**src/rtl/mem_arbiter.sv**
```systemverilog
// rtl/mem_arbiter.sv - single-port memory arbiter between instruction fetch and load/store
module mem_arbiter #(
  parameter int ADDR_W       = 32,
  parameter int DATA_W       = 32,
  parameter int MEM_LATENCY  = 1,
  parameter int STARVE_LIMIT = 4
) (
  input  logic              clk,
  input  logic              rst_n,
  input  logic              if_req,
  input  logic [ADDR_W-1:0] if_addr,
  output logic              if_gnt,
  output logic              if_rvalid,
  output logic [DATA_W-1:0] if_rdata,
  input  logic              d_req,
  input  logic              d_we,
  input  logic [ADDR_W-1:0] d_addr,
  input  logic [DATA_W-1:0] d_wdata,
  output logic              d_gnt,
  output logic              d_rvalid,
  output logic [DATA_W-1:0] d_rdata,
  output logic              MemRead,
  output logic              MemWrite,
  output logic [ADDR_W-1:0] mem_addr,
  output logic [DATA_W-1:0] mem_wdata,
  input  logic [DATA_W-1:0] mem_rdata
);

  localparam int CNT_W = (MEM_LATENCY > 1) ? $clog2(MEM_LATENCY) : 1;
  localparam int SC_W  = $clog2(STARVE_LIMIT + 1);

  typedef enum logic [1:0] {IDLE, ACCESS, RESP} state_t;

  state_t            state;
  logic [CNT_W-1:0]  cnt;
  logic [SC_W-1:0]   starve_cnt;
  logic              src_d_q;
  logic              we_q;
  logic              pick_d;
  logic              pick_if;

  // Arbitration: D has priority unless IF has been passed over STARVE_LIMIT times in a row
  always_comb begin
    pick_d  = d_req && !(if_req && (starve_cnt == SC_W'(STARVE_LIMIT)));
    pick_if = if_req && !pick_d;
  end

  // Grants are offered only in IDLE and are forced low while reset is asserted
  assign d_gnt  = rst_n && (state == IDLE) && pick_d;
  assign if_gnt = rst_n && (state == IDLE) && pick_if;

  // Transfer sequencer: latches the winner, drives the memory pins and returns the response
  always_ff @(posedge clk or negedge rst_n) begin
    if (!rst_n) begin
      state      <= IDLE;
      cnt        <= '0;
      starve_cnt <= '0;
      src_d_q    <= 1'b0;
      we_q       <= 1'b0;
      MemRead    <= 1'b0;
      MemWrite   <= 1'b0;
      mem_addr   <= '0;
      mem_wdata  <= '0;
      if_rvalid  <= 1'b0;
      d_rvalid   <= 1'b0;
      if_rdata   <= '0;
      d_rdata    <= '0;
    end else begin
      if_rvalid <= 1'b0;
      d_rvalid  <= 1'b0;
      case (state)
        IDLE: begin
          if (pick_d || pick_if) begin
            src_d_q   <= pick_d;
            we_q      <= pick_d && d_we;
            MemRead   <= !(pick_d && d_we);
            MemWrite  <= pick_d && d_we;
            mem_addr  <= pick_d ? d_addr : if_addr;
            mem_wdata <= (pick_d && d_we) ? d_wdata : '0;
            cnt       <= CNT_W'(MEM_LATENCY - 1);
            state     <= ACCESS;
            if (pick_d) begin
              if (!if_req) begin
                starve_cnt <= '0;
              end else if (starve_cnt != SC_W'(STARVE_LIMIT)) begin
                starve_cnt <= starve_cnt + 1'b1;
              end
            end else begin
              starve_cnt <= '0;
            end
          end
        end
        ACCESS: begin
          if (cnt == '0) begin
            MemRead  <= 1'b0;
            MemWrite <= 1'b0;
            state    <= RESP;
            if (src_d_q) begin
              d_rvalid <= 1'b1;
              d_rdata  <= we_q ? '0 : mem_rdata;
            end else begin
              if_rvalid <= 1'b1;
              if_rdata  <= mem_rdata;
            end
          end else begin
            cnt <= cnt - 1'b1;
          end
        end
        RESP: begin
          state <= IDLE;
        end
        default: begin
          state <= IDLE;
        end
      endcase
    end
  end

endmodule

```
**config.mk**
```make
export PLATFORM = sky130hd
export DESIGN_NAME = mem_arbiter
export DESIGN_NICKNAME = d
export VERILOG_FILES = /design/src/rtl/mem_arbiter.sv
export SDC_FILE = /design/constraint.sdc
export NUM_CORES = 1
export LEC_CHECK = 0
export ABC_CLOCK_PERIOD_IN_PS = 3100
export CAP_MARGIN = 20
export CORE_ASPECT_RATIO = 0.7
export CORE_MARGIN = 8
export CORE_UTILIZATION = 45
export DETAILED_ROUTE_END_ITERATION = 8
export PLACE_DENSITY = 0.85
export SLEW_MARGIN = 20
export SYNTH_ARGS = -nofsm -noshare
export SYNTH_HDL_FRONTEND = slang
export SYNTH_SLANG_ARGS = --single-unit
export TNS_END_PERCENT = 10
```
**constraint.sdc**
```tcl
create_clock -name clk -period 3.1 [get_ports clk]
set_clock_uncertainty 0.15 [all_clocks]
set_input_delay 0.775 -clock clk [delete_from_list [all_inputs] [get_ports clk]]
set_output_delay 0.775 -clock clk [all_outputs]
set_load 0.05 [all_outputs]
```
After elaboration in Yosys (flattened, before gate mapping)
Cells that the tools add are included.

storage, ports and cells
  bits in registers = 140
  input bits = 133
  output and inout port bits = 134
  logic and storage cells = 66

operators by class
  $add $sub $neg = 2
  equality and inequality tests = 6
  multiplexer cells = 23
  bitwise operators = 2
  reductions and logical operators = 20

operators with widths
  operator             number
  $mux 32              3
  $reduce_and 3->1     4
  $mux 1               11
  $mux 3               3
  $logic_and 1x1->1    7
  $pmux 1 s2           3
  $reduce_and 2->1     3
  $mux 2               2
  $pmux 2 s2           1
  $add 3x1->3 const B  1
  $eq 3x3->1 const B   1
  $logic_not 1->1      3
  $ne 3x2->1 const B   1
  $ne 3x3->1 const B   1
  $eq 2x1->1 const B   1
  $logic_not 2->1      1
  $ne 2x1->1 const B   1
  $ne 2x2->1 const B   1
  $not 1->1            2
  $reduce_bool 2->1    1
  $logic_or 1x1->1     1
  $sub 1x1->1 const B  1

Logic depth before layout (Yosys ltp)
Gate-level depths: netlist of the first run.

  depth in word-level cells = 9
  gate-level depth with buffers = 7

Worst setup path before layout of the first run
OpenSTA, ideal clock, no wires.

  kind = input-to-output
  start = input if_req
  end = output if_gnt
  data arrival time = 2055 ps
  required time = 2175 ps
  setup slack = 120 ps
  stages = 5
  path through = nand3_2 > and2_1 > clkbuf_1 > buf_2 > nor2_1

on the way
  longest elaborated chain between the ends = 6

RTL lines
  element                line  text
  start, declared        10    input logic if_req,
  $logic_and 1x1->1      44    pick_d = d_req && !(if_req && (starve_cnt == SC_W'(STARVE_LIMIT)));
  $logic_not 1->1        44
  $logic_and 1x1->1      44
  $logic_not 1->1        45    pick_if = if_req && !pick_d;
  $logic_and 1x1->1 (*)  45
  $logic_and 1x1->1 (*)  50    assign if_gnt = rst_n && (state == IDLE) && pick_if;
  end, declared          12    output logic if_gnt,

Mark *: on every way between the ends. The rest lies on a longest branch, timed or not.

Worst setup path after layout of the first run
  start = input d_req
  end = output d_gnt

on the way
  longest elaborated chain between the ends = 2

RTL lines
  element            line  text
  start, declared    15    input logic d_req,
  $logic_and 1x1->1  44
  $logic_and 1x1->1  49    assign d_gnt = rst_n && (state == IDLE) && pick_d;
  end, declared      19    output logic d_gnt,

No other way between the ends.

==> results of run 1 <==
## cell type report
cell class | instances | area, um2
Inverter | 4 | 15.0
Timing Repair Buffer | 280 | 2810
Clock inverter | 13 | 189
Sequential cell | 139 | 3480
Clock buffer | 19 | 433
Multi-Input combinational cell | 319 | 2110
Fill cell | 866 | 3670
Tap cell | 166 | 208
## registers in the layout, indices dropped and copies added, names as in the netlist
name	cells
mem_wdata	32
starve_cnt	3
d_rdata	32
d_rvalid	1
state	2
src_d_q	1
MemRead	1
we_q	1
mem_addr	32
if_rdata	32
MemWrite	1
if_rvalid	1
## kinds of logic after synthesis
kind of cell,Yosys count,synth area share [%]
AO/OA/AOI/OAI,136,15.3
adder cells (fa/ha/maj),2,0.428
buffers and inverters,53,4.64
flip-flops,139,59.5
multiplexers,33,6.35
AND/OR/NAND/NOR,148,13.9
## worst paths after layout
kind	end	cells after the start
hold / removal	mem_wdata[9]	1
max in group asynchronous	if_rdata[7]	2
hold reg to reg	d_rdata[23]	2
min in group clk	d_rdata[23]	2
setup / recovery	d_gnt	4
setup reg to reg	if_rdata[18]	4
## stage by stage
stage,utilization [%],hold WS (ps),cells,power (mW)
after floorplan,-,329,511,7.60
after global routing,71.6,39.0,940,12.7
final,71.6,52.9,940,12.2
after global placement,66.8,311,908,9.87
after CTS,71.6,38.7,940,12.2
after detailed placement,66.8,319,908,10.0
## metal layers
metal | track usage [%] | vias to the layer above
li1 | - | 2353
met1 | 26.7 | 2563
met2 | 36.0 | 237
met3 | 9.29 | 35
met4 | 8.83 | 2
met5 | 0 | -
## placed cells by master (no fill, tap or decap), drive strengths merged, types with 32 or more instances in the layout
master,instances
nand4,32
a22o,34
o211ai,32
o21ai,65
mux2,33
dfrtp,139
nand3,35
nand2,34
clkdlybuf4s50,263
nand2b,32
## report_power, final
| group | leakage, nW | total [mW] | internal (mW) | switching, mW |
|---|---|---|---|---|
| Clock | 0.298 | 2.14 | 1.35 | 0.782 |
| Sequential | 1.74 | 3.24 | 2.67 | 0.570 |
| Combinational | 1.83 | 6.77 | 2.32 | 4.46 |
==> impl_metrics.env, run 1 <==
export IMPL_syn_nets=646
export IMPL_vias_per_cell=5.52
export IMPL_grt_pass1_wl_um=30600
export IMPL_vias=5190
export IMPL_hpwl_um=13700
export IMPL_synth_warnings=0
export IMPL_start_kind="input pin"
export IMPL_ys_ff_latch=139
export IMPL_rsz0062_at_grt="no"
export IMPL_dieWidth_um=152
export IMPL_wl_met2_um=9020
export IMPL_wire_per_inst_um=20.3
export IMPL_crit_slowest_cell="clkdlybuf4s50_1"
export IMPL_synth_avg_cell_area_um2=11.4
export IMPL_hp_class="in -> async"
export IMPL_cts_made_buffers=17
export IMPL_routabilityCongestion=0.852
export IMPL_top_layer_used="met5"
export IMPL_grt_remaining_overflow=0
export IMPL_syn_area_um2=5850
export IMPL_grt_pass1_vias=5628
export IMPL_clock_latency_ps=410
export IMPL_r2r_start="state[0]"
export IMPL_dr_pass1_iters=5
export IMPL_pre_cts_slack_ps=244
export IMPL_cts_max_level=4
export IMPL_cp_data_required_time_ps=2170
export IMPL_slew_headroom_pct=40.1
export IMPL_crit_buf_inv=2
export IMPL_n_antenna_cell=0
export IMPL_tns_ps=0
export IMPL_num_rows=35
export IMPL_crit_chain="clkdlybuf4s50_1 -> nor3b_2 -> and3_1 -> buf_12"
export IMPL_core_um2=12900
export IMPL_worst_setup_path_end_kind="output port"
export IMPL_fin_crit_ps=2860
export IMPL_grt_max_degree=124
export IMPL_slowest_delay_ps=550
export IMPL_synth_ff_type="dfrtp_1"
export IMPL_async_reset_ff_share_pct=100
export IMPL_port_buffers=266
export IMPL_cts_resized=0
export IMPL_post_cts_setup_buffer_count=0
export IMPL_syn_to_final_growth_pct=58.1
export IMPL_dieArea_um2=17000
export IMPL_critical_path_class="in -> out"
export IMPL_power_density_nw_per_um2=1310
export IMPL_crit_path_start="d_req"
export IMPL_dieHeight_um=111
export IMPL_setup_viol=0
export IMPL_ant_nets=0
export IMPL_path_delay_family="buffers and inverters"
export IMPL_slew_violations=0
export IMPL_fin_crit_sh_pct=92.2
export IMPL_initialDrtViolationCount=253
export IMPL_r2r_setup_slack_ps=780
export IMPL_ir_drop_uv=744
export IMPL_cts_sinks=139
export IMPL_path_max_fanout=5
export IMPL_synth_edf_count=0
export IMPL_dpl_cell_area_um2=8630
export IMPL_max_freq_mhz=350
export IMPL_worstPathArrival_ps=1930
export IMPL_wl_met3_um=1760
export IMPL_nets=896
export IMPL_yosysUniqueCellTypes=35
export IMPL_stdcell_area_um2=9250
export IMPL_synth_area_leaders="dfrtp_1 59%, mux2_1 5.6%, o21ai_0 5.1%, a22o_1 5.1%, o211ai_1 4.1%"
export IMPL_tightest_slew_ps=899
export IMPL_track_usage_pct=22.5
export IMPL_clk_path_buf_depth=2
export IMPL_initial_utilization_pct=45.3
export IMPL_cts_tree="built"
export IMPL_netlist_area_leader_share_pct=59.5
export IMPL_yosys_area_top_type="dfrtp_1"
export IMPL_syn_inst=511
export IMPL_drive_gt1_share_pct=7.49
export IMPL_synth_common_cells="139 x dfrtp_1, 60 x o21ai_0, 34 x a22o_1, 34 x nand3_1, 33 x nand2_1"
export IMPL_final_hold_viol_count=0
export IMPL_ys_seq_area_share_pct=59.5
export IMPL_leakage_nw=3.87
export IMPL_post_route_worst_setup_slack_ps=242
export IMPL_cts_root_buf="clkbuf_16"
export IMPL_drv_cap=0
export IMPL_postCtsHoldBufs=0
export IMPL_drc=0
export IMPL_routed_wl_um=19000
export IMPL_status="completed"
export IMPL_ios=267
export IMPL_clkTransAtPathRegs_ps=60
export IMPL_drt_met1_wl_um=7740
export IMPL_antenna_found_initial=1
export IMPL_yosysMostFrequentCell="dfrtp_1"
Power figures use the tool's default switching activity.
==> run 2, diff against run 1 <==
Settings changed: GPL_ROUTABILITY_DRIVEN set to 0, SLEW_MARGIN 20 to 5.
==> results of run 2 <==
Final layout, timing and power as in run 1 (identical DEF).
==> run 3, diff against run 2 <==
Settings changed: SLEW_MARGIN 5 to 0.
==> results of run 3 <==
Final layout, timing and power as in run 1 (identical DEF).
